===== config.mk =====
export PLATFORM = sky130hd
export DESIGN_NAME = seq_divider_unit_flat
export DESIGN_NICKNAME = d
export VERILOG_FILES = /design/src/rtl/seq_divider_unit_if.sv /design/src/rtl/seq_divider_unit.sv /design/src/flat_wrapper.sv
export SDC_FILE = /design/constraint.sdc
export NUM_CORES = 1
export LEC_CHECK = 0
export ABC_AREA = 1
export CORE_UTILIZATION = 57
export DETAILED_ROUTE_END_ITERATION = 8
export PLACE_DENSITY_LB_ADDON = 0.15
export SYNTH_ARGS = -nofsm -noshare
export SYNTH_HDL_FRONTEND = slang
export SYNTH_SLANG_ARGS = --single-unit

===== constraint.sdc =====
create_clock -name clk -period 3.4 [get_ports clk]
set_clock_uncertainty 0.15 [all_clocks]
set_input_delay 0.85 -clock clk [delete_from_list [all_inputs] [get_ports clk]]
set_output_delay 0.85 -clock clk [all_outputs]
set_load 0.01 [all_outputs]

===== src/rtl/seq_divider_unit_if.sv =====
// Issue/completion bundle for the sequential divider functional unit.
// The master issues operations; the slave (the divider) returns results and status.
interface seq_divider_unit_if #(
    parameter int WIDTH = 16,
    parameter int TAG_W = 5
);
    logic                 start;
    logic [2*WIDTH-1:0]   dividend;
    logic [WIDTH-1:0]     divisor;
    logic [TAG_W-1:0]     tag_in;
    logic                 busy;
    logic                 done;
    logic [WIDTH-1:0]     quotient;
    logic [WIDTH-1:0]     remainder;
    logic [TAG_W-1:0]     tag_out;
    logic                 div_by_zero;
    logic                 overflow;

    modport master (
        output start, dividend, divisor, tag_in,
        input  busy, done, quotient, remainder, tag_out, div_by_zero, overflow
    );

    modport slave (
        input  start, dividend, divisor, tag_in,
        output busy, done, quotient, remainder, tag_out, div_by_zero, overflow
    );
endinterface


===== src/rtl/seq_divider_unit.sv =====
// Restoring unsigned divider: 2W-bit dividend by W-bit divisor, one quotient bit per clock.
// Divide-by-zero and quotient overflow are detected at issue and complete without iterating.
module seq_divider_unit #(
    parameter int WIDTH = 16,
    parameter int TAG_W = 5
) (
    input  logic                 clk,
    input  logic                 rst,
    seq_divider_unit_if.slave    div_if
);
    localparam int CNT_W = $clog2(WIDTH + 1);

    typedef enum logic [1:0] {
        S_IDLE = 2'd0,
        S_RUN  = 2'd1,
        S_DONE = 2'd2
    } state_t;

    state_t             r_state;
    state_t             w_state_next;

    logic [CNT_W-1:0]   r_count;
    logic [WIDTH-1:0]   r_prem;
    logic [WIDTH-1:0]   r_low;
    logic [WIDTH-1:0]   r_quo;
    logic [WIDTH-1:0]   r_div;
    logic [TAG_W-1:0]   r_tag;
    logic               r_dbz;
    logic               r_ovf;

    logic               r_done;
    logic [WIDTH-1:0]   r_q_out;
    logic [WIDTH-1:0]   r_r_out;
    logic [TAG_W-1:0]   r_tag_out;
    logic               r_dbz_out;
    logic               r_ovf_out;

    logic               w_accept;
    logic               w_step;
    logic               w_finish;
    logic               w_dbz;
    logic               w_ovf;
    logic [WIDTH:0]     w_shift;
    logic               w_ge;
    logic [WIDTH-1:0]   w_diff;

    assign w_dbz = (div_if.divisor == '0);
    assign w_ovf = (div_if.dividend[2*WIDTH-1:WIDTH] >= div_if.divisor);

    // Shifted partial remainder is W+1 bits; a successful trial difference is
    // always below the divisor, so the low W bits of the subtraction are exact.
    assign w_shift = {r_prem, r_low[WIDTH-1]};
    assign w_ge    = (w_shift >= {1'b0, r_div});
    assign w_diff  = w_shift[WIDTH-1:0] - r_div;

    always_ff @(posedge clk) begin
        if (rst) begin
            r_state <= S_IDLE;
        end else begin
            r_state <= w_state_next;
        end
    end

    always_comb begin
        w_state_next = r_state;
        w_accept     = 1'b0;
        w_step       = 1'b0;
        w_finish     = 1'b0;
        case (r_state)
            S_IDLE: begin
                // The done pulse is shown in the first IDLE cycle, so hold off issue there.
                if (div_if.start && !r_done) begin
                    w_accept     = 1'b1;
                    w_state_next = (w_dbz || w_ovf) ? S_DONE : S_RUN;
                end
            end
            S_RUN: begin
                w_step = 1'b1;
                if (r_count == CNT_W'(1)) begin
                    w_state_next = S_DONE;
                end
            end
            S_DONE: begin
                w_finish     = 1'b1;
                w_state_next = S_IDLE;
            end
            default: begin
                w_state_next = S_IDLE;
            end
        endcase
    end

    always_ff @(posedge clk) begin
        if (rst) begin
            r_count   <= '0;
            r_prem    <= '0;
            r_low     <= '0;
            r_quo     <= '0;
            r_div     <= '0;
            r_tag     <= '0;
            r_dbz     <= 1'b0;
            r_ovf     <= 1'b0;
            r_done    <= 1'b0;
            r_q_out   <= '0;
            r_r_out   <= '0;
            r_tag_out <= '0;
            r_dbz_out <= 1'b0;
            r_ovf_out <= 1'b0;
        end else begin
            if (w_accept) begin
                r_tag     <= div_if.tag_in;
                r_div     <= div_if.divisor;
                r_count   <= CNT_W'(WIDTH);
                r_dbz     <= w_dbz;
                r_ovf     <= !w_dbz && w_ovf;
                r_dbz_out <= 1'b0;
                r_ovf_out <= 1'b0;
                if (w_dbz || w_ovf) begin
                    r_quo  <= '1;
                    r_prem <= div_if.dividend[WIDTH-1:0];
                    r_low  <= '0;
                end else begin
                    r_quo  <= '0;
                    r_prem <= div_if.dividend[2*WIDTH-1:WIDTH];
                    r_low  <= div_if.dividend[WIDTH-1:0];
                end
            end else if (w_step) begin
                r_prem  <= w_ge ? w_diff : w_shift[WIDTH-1:0];
                r_quo   <= {r_quo[WIDTH-2:0], w_ge};
                r_low   <= {r_low[WIDTH-2:0], 1'b0};
                r_count <= r_count - CNT_W'(1);
            end

            r_done <= w_finish;
            if (w_finish) begin
                r_q_out   <= r_quo;
                r_r_out   <= r_prem;
                r_tag_out <= r_tag;
                r_dbz_out <= r_dbz;
                r_ovf_out <= r_ovf;
            end
        end
    end

    assign div_if.busy        = (r_state != S_IDLE) || r_done;
    assign div_if.done        = r_done;
    assign div_if.quotient    = r_q_out;
    assign div_if.remainder   = r_r_out;
    assign div_if.tag_out     = r_tag_out;
    assign div_if.div_by_zero = r_dbz_out;
    assign div_if.overflow    = r_ovf_out;

endmodule

===== src/flat_wrapper.sv =====
// flat-port wrapper written by rule: the top's interface ports become plain ports
module seq_divider_unit_flat 
#(
    parameter int WIDTH = 16,
    parameter int TAG_W = 5
)
  (clk, rst, div_if_start, div_if_dividend, div_if_divisor, div_if_tag_in, div_if_busy, div_if_done, div_if_quotient, div_if_remainder, div_if_tag_out, div_if_div_by_zero, div_if_overflow);
  seq_divider_unit_if #(.WIDTH(WIDTH), .TAG_W(TAG_W)) div_if_i ();
  input  logic clk;
  input  logic rst;
  input wire logic [$bits(div_if_i.start)-1:0] div_if_start;
  input wire logic [$bits(div_if_i.dividend)-1:0] div_if_dividend;
  input wire logic [$bits(div_if_i.divisor)-1:0] div_if_divisor;
  input wire logic [$bits(div_if_i.tag_in)-1:0] div_if_tag_in;
  output wire logic [$bits(div_if_i.busy)-1:0] div_if_busy;
  output wire logic [$bits(div_if_i.done)-1:0] div_if_done;
  output wire logic [$bits(div_if_i.quotient)-1:0] div_if_quotient;
  output wire logic [$bits(div_if_i.remainder)-1:0] div_if_remainder;
  output wire logic [$bits(div_if_i.tag_out)-1:0] div_if_tag_out;
  output wire logic [$bits(div_if_i.div_by_zero)-1:0] div_if_div_by_zero;
  output wire logic [$bits(div_if_i.overflow)-1:0] div_if_overflow;
  assign div_if_i.start = div_if_start;
  assign div_if_i.dividend = div_if_dividend;
  assign div_if_i.divisor = div_if_divisor;
  assign div_if_i.tag_in = div_if_tag_in;
  assign div_if_busy = div_if_i.busy;
  assign div_if_done = div_if_i.done;
  assign div_if_quotient = div_if_i.quotient;
  assign div_if_remainder = div_if_i.remainder;
  assign div_if_tag_out = div_if_i.tag_out;
  assign div_if_div_by_zero = div_if_i.div_by_zero;
  assign div_if_overflow = div_if_i.overflow;
  seq_divider_unit #(.WIDTH(WIDTH), .TAG_W(TAG_W)) u_core (.clk(clk), .rst(rst), .div_if(div_if_i));
endmodule

==> results.yml, run 1 <==
global_route:
  antenna_found_initial: 0
  grt_pass1_wl_mm: 29.8
  grt-ovfl-total: 0
  first_global_vias: 6137
  grt_usage_pct: 32.8
  grt_max_degree: 64
logic_synthesis:
  syn_area_sq_um: 6530
  synth-main-ff-cell: "dfxtp_1"
  synth_cell_types: 37
  yosys_warnings: 0
  syn-instance-count: 981
  avgSynthCellArea_sq_um: 6.66
  synth_edf_count: 0
  synth_area_leader_cell: "dfxtp_1"
  ys_seq_area_share_pct: 36.2
  ys_seq_elements: 118
  syn-num-nets: 1072
  synthArstFlopShare_pct: 0
  synth_top_cell_area_share_pct: 36.2
  netlist_top_cells_area: "dfxtp_1, nand2_1, o21ai_0"
power_and_ir_drop:
  totalPowerFinal_mw: 5.81
  switching_power_mw: 2.21
  ir_worst_vdd_mv: 0.421
  switching_share_pct: 38.1
  seqPwrFrac_pct: 30.9
  power.internal_mw: 3.60
  p_clk_share_pct: 32.2
  leakage_nw: 4.01
  powerDensity_nw_per_um2: 707
  comb_power_share_pct: 37.0
timing:
  fin_setup_tns_ps: 0
  slew_headroom_pct: 31.6
  clock.fmax_ghz: 0.344
  rsz0062_at_grt: "false"
  setup_viol: 0
  min_period_over_period_pct: 85.6
  finalMaxSlewViolations: 0
  min_period_ps: 2910
  finalHoldViolations: 0
  worst_pin_slew_ps: 1020
placed_design:
  dp_cells: 1189
  placed_cell_area_sq_um: 7590
  place_congestion: 0.931
  io_buffers: 96
  dp_hpwl_mm: 13.1
floorplanning:
  start_util_pct: 59.5
  core_region_area_sq_um: 11000
  die_x_microns: 109
  die_h_microns: 109
  boundaryPins: 97
  core.rowCount: 38
  die-area_sq_um: 11900
critical_path:
  cp.required_ps: 3590
  arrival_ps: 3100
  endpoint_kind: "register"
  worstSetupStartpointType: "input port"
  rr_worst_depth: 7
  criticalPathCategory: "input port to register"
  rr_startpoint: "u_core.r_state[1]$_SDFFE_PP0P_"
  startpoint: "div_if_divisor[7]"
  worstReg2RegEnd: "u_core.div_if.overflow$_SDFFE_PP0P_"
  critical_path.max_fanout: 8
  cp-endpoint: "u_core.r_quo[3]$_SDFFE_PP0P_"
  r2r_slack_ps: 810
clocking:
  cts_buffers: 17
  htree_levels: 4
  ctsHoldBuffers: 0
  cts-root-buf: "clkbuf_16"
  path_clk_slew_ps: 60
  post-cts-setup-buffers: 0
  clock_path_buffers: 2
  ctsResizeCount: 0
  cts_tree: "built"
  clkLatencyLatePin_ps: 410
  cts.sinks: 118
finish:
  syn_to_final_growth_pct: 25.8
  fin_cells: 1221
  stdcell_area_sq_um: 8220
  mostFrequentLayoutCell: "nand2_1"
  n_antenna_cell: 0
  final_cell_mix: "nand2_1, inv_1, nor2_1, dfxtp_1, o21ai_0"
  fill_cells: 889
  ff_latch_area_sq_um: 2360
  nets: 1159
  drive_gt1_share_pct: 7.40
  multi_input_area_sq_um: 3430
routing:
  antenna_left: 0
  avgRoutedWirePerCell_microns: 15.0
  drtPass1Iterations: 7
  drt_iter0_markers: 495
  viasPerCell: 5.52
  drt-total-wl_mm: 18.4
  vias: 6736
  post-route-drc-count: 0
worst_hold_path:
  hp-class: "register to register"
flow_run:
  maxCapViolCount: 0
status:
  status: "finished, final reports clean"
## metal layers
layer / global-route usage (%) / wire [microns] / part of all wire [%]
met1: 45.5 / 8230 / 45
met2: 49.7 / 8210 / 45
met3: 5.80 / 1480 / 8.0
met4: 14.3 / 438 / 2.4
met5: 0 / 0 / 0
## cell families (layout without fill, tap and decap cells)
| kind of cell | count (synthesis) | in the layout | share of synthesized area (%) |
|---|---|---|---|
| and+or+nand+nor | 420 | 420 | 27.8 |
| DFF | 118 | 118 | 36.2 |
| adders and majority gates | 35 | 35 | 6.82 |
| buffers and inverters | 188 | 288 | 11.3 |
| xor gates and xnor gates | 3 | 3 | 0.402 |
| AOI/OAI and AO/OA | 217 | 217 | 17.5 |
## through the flow
step / util (%) / hold WS, ps / worst slack (ps)
floorplan: - / 284 / 933
global placement: 69.1 / 308 / 156
detailed placement: 69.1 / 317 / 115
CTS: 74.8 / 333 / 529
global route: 74.8 / 351 / 287
finish: 74.8 / 335 / 491
## critical path: stages
cell,delay [ps]
clkdlybuf4s50_1,450
inv_1,70
ha_1,300
nand2_1,70
nor2_1,130
nand2_1,70
nand2_1,50
nor2_1,40
nand2_1,70
nand2_1,150
nand3_4,150
nand2_2,110
inv_1,270
o21ai_0,150
a21oi_1,170
## sequential cells by signal (all words and copies together) (netlist names)
register and count:
u_core.div_if.div_by_zero 1, u_core.div_if.tag_out 5, u_core.div_if.quotient 16, u_core.r_div 16, u_core.r_state 2, u_core.div_if.done 1
u_core.r_low 16, u_core.div_if.remainder 16, u_core.r_prem 16, u_core.r_ovf 1, u_core.r_quo 16, u_core.r_dbz 1
u_core.div_if.overflow 1, u_core.r_count 5, u_core.r_tag 5
## synth_stat cells, types with 2 or more instances
master	n
nor3_1	4
buf_1	6
ha_1	34
inv_1	138
buf_6	3
or2_0	2
buf_2	9
or2_2	10
clkbuf_1	27
o22ai_1	10
o21bai_1	9
nand4_1	20
o21ai_1	13
nand2_1	188
nor2_2	4
nand3_1	51
xor2_1	2
o21ai_0	110
nand2_2	4
dfxtp_1	118
nor2_1	130
inv_2	4
a21oi_1	71
## how the worst min path moves through the flow
stage                                 start                                    end  slack, ps  cells after the start
5_1_grt           u_core.r_dbz$_SDFFE_PP0P_              u_core.r_dbz$_SDFFE_PP0P_        350                      2
6_report       u_core.r_tag[2]$_SDFFE_PP0P_  u_core.div_if.tag_out[2]$_SDFFE_PP0P_        330                      2
3_5_place_dp   u_core.r_low[0]$_SDFFE_PP0P_           u_core.r_low[0]$_SDFFE_PP0P_        320                      2
4_1_cts           u_core.r_dbz$_SDFFE_PP0P_              u_core.r_dbz$_SDFFE_PP0P_        330                      2
2_1_floorplan     u_core.r_dbz$_SDFFE_PP0P_              u_core.r_dbz$_SDFFE_PP0P_        280                      2
3_3_place_gp   u_core.r_low[0]$_SDFFE_PP0P_           u_core.r_low[0]$_SDFFE_PP0P_        310                      2
## final cells by class
type / count / share of cell area, %
sequential: 118 / 28.7
timing repair buffer: 113 / 13.2
tap: 140 / 2.13
inverter: 143 / 6.53
multi-input combinational: 675 / 41.8
clock inverter: 13 / 2.07
clock buffer: 19 / 5.51
## power by group through the flow
stage               combinational [mW]  sequential (mW)  clock (mW)
floorplan                         1.55             1.76           0
global placement                  2.06             1.81           0
detailed placement                2.08             1.81           0
CTS                               2.11             1.78        1.88
global route                      2.41             1.81        1.94
finish                            2.15             1.79        1.87
Note: power is estimated with default switching activity, not from simulation.
==> inputs of run 2 (changes only) <==
--- a/config.mk
+++ b/config.mk
@@ -7,5 +7,5 @@
 export LEC_CHECK = 0
 export ABC_AREA = 1
-export CORE_UTILIZATION = 57
+export CORE_UTILIZATION = 59
 export DETAILED_ROUTE_END_ITERATION = 8
 export PLACE_DENSITY_LB_ADDON = 0.15
==> constraint.sdc (replaced) <==
create_clock -name clk -period 3.4 [get_ports clk]
set_clock_uncertainty 0.15 [all_clocks]
set_input_delay 0.51 -clock clk [delete_from_list [all_inputs] [get_ports clk]]
set_output_delay 0.51 -clock clk [all_outputs]
set_load 0.01 [all_outputs]
==> run 2 against run 1 <==
Sequential power about the same. Clock power grew 3%. Cell count shrank 0.25%. Count of clock-buffer cells in the layout shrank 2.
==> results.yml, run 2 (synthesis gave the netlist of run 1 again) <==
global_route:
  grt_max_degree: 64
  grt_use_met1_pct: 45.2
  use_met2_pct: 53.3
  grt.busiest_layer: "met2"
  grt_pass1_wl_mm: 29.9
  grt-ovfl-total: 0
  antenna_found_initial: 0
  grt_usage_pct: 33.6
  first_global_vias: 6187
  use_met3_pct: 7.11
timing:
  min_period_over_period_pct: 76.9
  finalHoldViolations: 0
  worst_pin_slew_ps: 621
  min_period_ps: 2620
  clock.fmax_ghz: 0.382
  rsz0062_at_grt: "false"
  finalMaxSlewViolations: 0
  fin_setup_tns_ps: 0
  slew_headroom_pct: 58.6
  setup_viol: 0
floorplanning:
  die_h_microns: 107
  die-area_sq_um: 11500
  core.rowCount: 38
  core_region_area_sq_um: 10800
  boundaryPins: 97
  start_util_pct: 60.5
  die_x_microns: 107
flow_run:
  maxCapViolCount: 0
clocking:
  ctsResizeCount: 0
  path_clk_slew_ps: 60
  clkLatencyLatePin_ps: 530
  cts.sinks: 118
  cts_buffers: 17
  ctsHoldBuffers: 0
  clock_path_buffers: 2
  cts_tree: "built"
  post-cts-setup-buffers: 0
  htree_levels: 4
  cts-root-buf: "clkbuf_8"
finish:
  syn_to_final_growth_pct: 25.6
  n_antenna_cell: 0
  mostFrequentLayoutCell: "nand2_1"
  drive_gt1_share_pct: 7.14
  fill_cells: 855
  final_cell_mix: "nand2_1, inv_1, nor2_1, dfxtp_1, o21ai_0"
  nets: 1156
critical_path:
  arrival_ps: 2870
  cp.required_ps: 3650
  worstSetupStartpointType: "input port"
  rr_worst_depth: 8
  critical_path.max_fanout: 16
  endpoint_kind: "register"
  criticalPathCategory: "input port to register"
placed_design:
  place_congestion: 0.955
  dp_hpwl_mm: 13.0
  io_buffers: 96
power_and_ir_drop:
  ir_worst_vdd_mv: 0.473
  switching_share_pct: 38.4
  powerDensity_nw_per_um2: 714
  comb_power_share_pct: 36.7
  seqPwrFrac_pct: 30.5
  switching_power_mw: 2.24
  power.internal_mw: 3.61
  p_clk_share_pct: 32.8
  totalPowerFinal_mw: 5.85
  leakage_nw: 4.00
worst_hold_path:
  holdPathStages: 2
  hp-class: "register to register"
routing:
  drtPass1Iterations: 5
  antenna_left: 0
  post-route-drc-count: 0
  vias: 6718
  drt-total-wl_mm: 18.6
  avgRoutedWirePerCell_microns: 15.2
  drt_iter0_markers: 547
  viasPerCell: 5.52
status:
  status: "finished, final reports clean"
[run 2: cell type report]
| cell class | count | area [sq um] | share of cell area (%) |
|---|---|---|---|
| multi-input combinational | 675 | 3430 | 41.8 |
| sequential | 118 | 2360 | 28.8 |
| timing repair buffer | 110 | 1070 | 13.0 |
| inverter | 143 | 537 | 6.55 |
| clock buffer | 17 | 414 | 5.05 |
| clock inverter | 15 | 214 | 2.61 |
| tap | 140 | 175 | 2.14 |
[run 2: power groups by stage]
stage	registers (mW)	clock network, mW	logic [mW]
finish	1.78	1.92	2.15
global route	1.80	2.00	2.40
CTS	1.78	1.93	2.11
detailed placement	1.80	0	2.07
global placement	1.80	0	2.05
floorplan	1.76	0	1.55
[run 2: per-stage QoR]
step | cell area (sq um) | setup WS (ps) | utilization, % | instances | hold slack [ps]
floorplan | 6530 | 1270 | - | 981 | 284
global placement | 7570 | 406 | 70.1 | 1186 | 312
detailed placement | 7570 | 369 | 70.1 | 1186 | 312
CTS | 8200 | 861 | 76.0 | 1218 | 321
global route | 8200 | 604 | 76.0 | 1218 | 348
finish | 8200 | 784 | 76.0 | 1218 | 321
[run 2: worst max-delay path, stage by stage]
cell	delay (ps)
clkdlybuf4s50_1	530
inv_1	100
ha_1	340
a21oi_1	180
o21ai_0	130
nor2_2	260
nand3_2	340
o21ai_1	360
a21oi_1	110
[run 2: metal layers]
layer	vias to the layer above	part of all wire, %
met3	35	9.0
met4	0	1.9
li1	3321	-
met5	-	0
met1	3042	43
met2	320	46
[run 2: worst paths after layout]
check / startpoint / endpoint / slack, ps
worst max-delay path: div_if_divisor[15] / u_core.r_prem[14]$_SDFFE_PP0P_ / 780
worst min-delay path: u_core.r_low[0]$_SDFFE_PP0P_ / u_core.r_low[0]$_SDFFE_PP0P_ / 320
worst max register to register: u_core.r_state[0]$_SDFFE_PP0P_ / u_core.r_prem[11]$_SDFFE_PP0P_ / 800
worst min register to register: u_core.r_low[0]$_SDFFE_PP0P_ / u_core.r_low[0]$_SDFFE_PP0P_ / 320
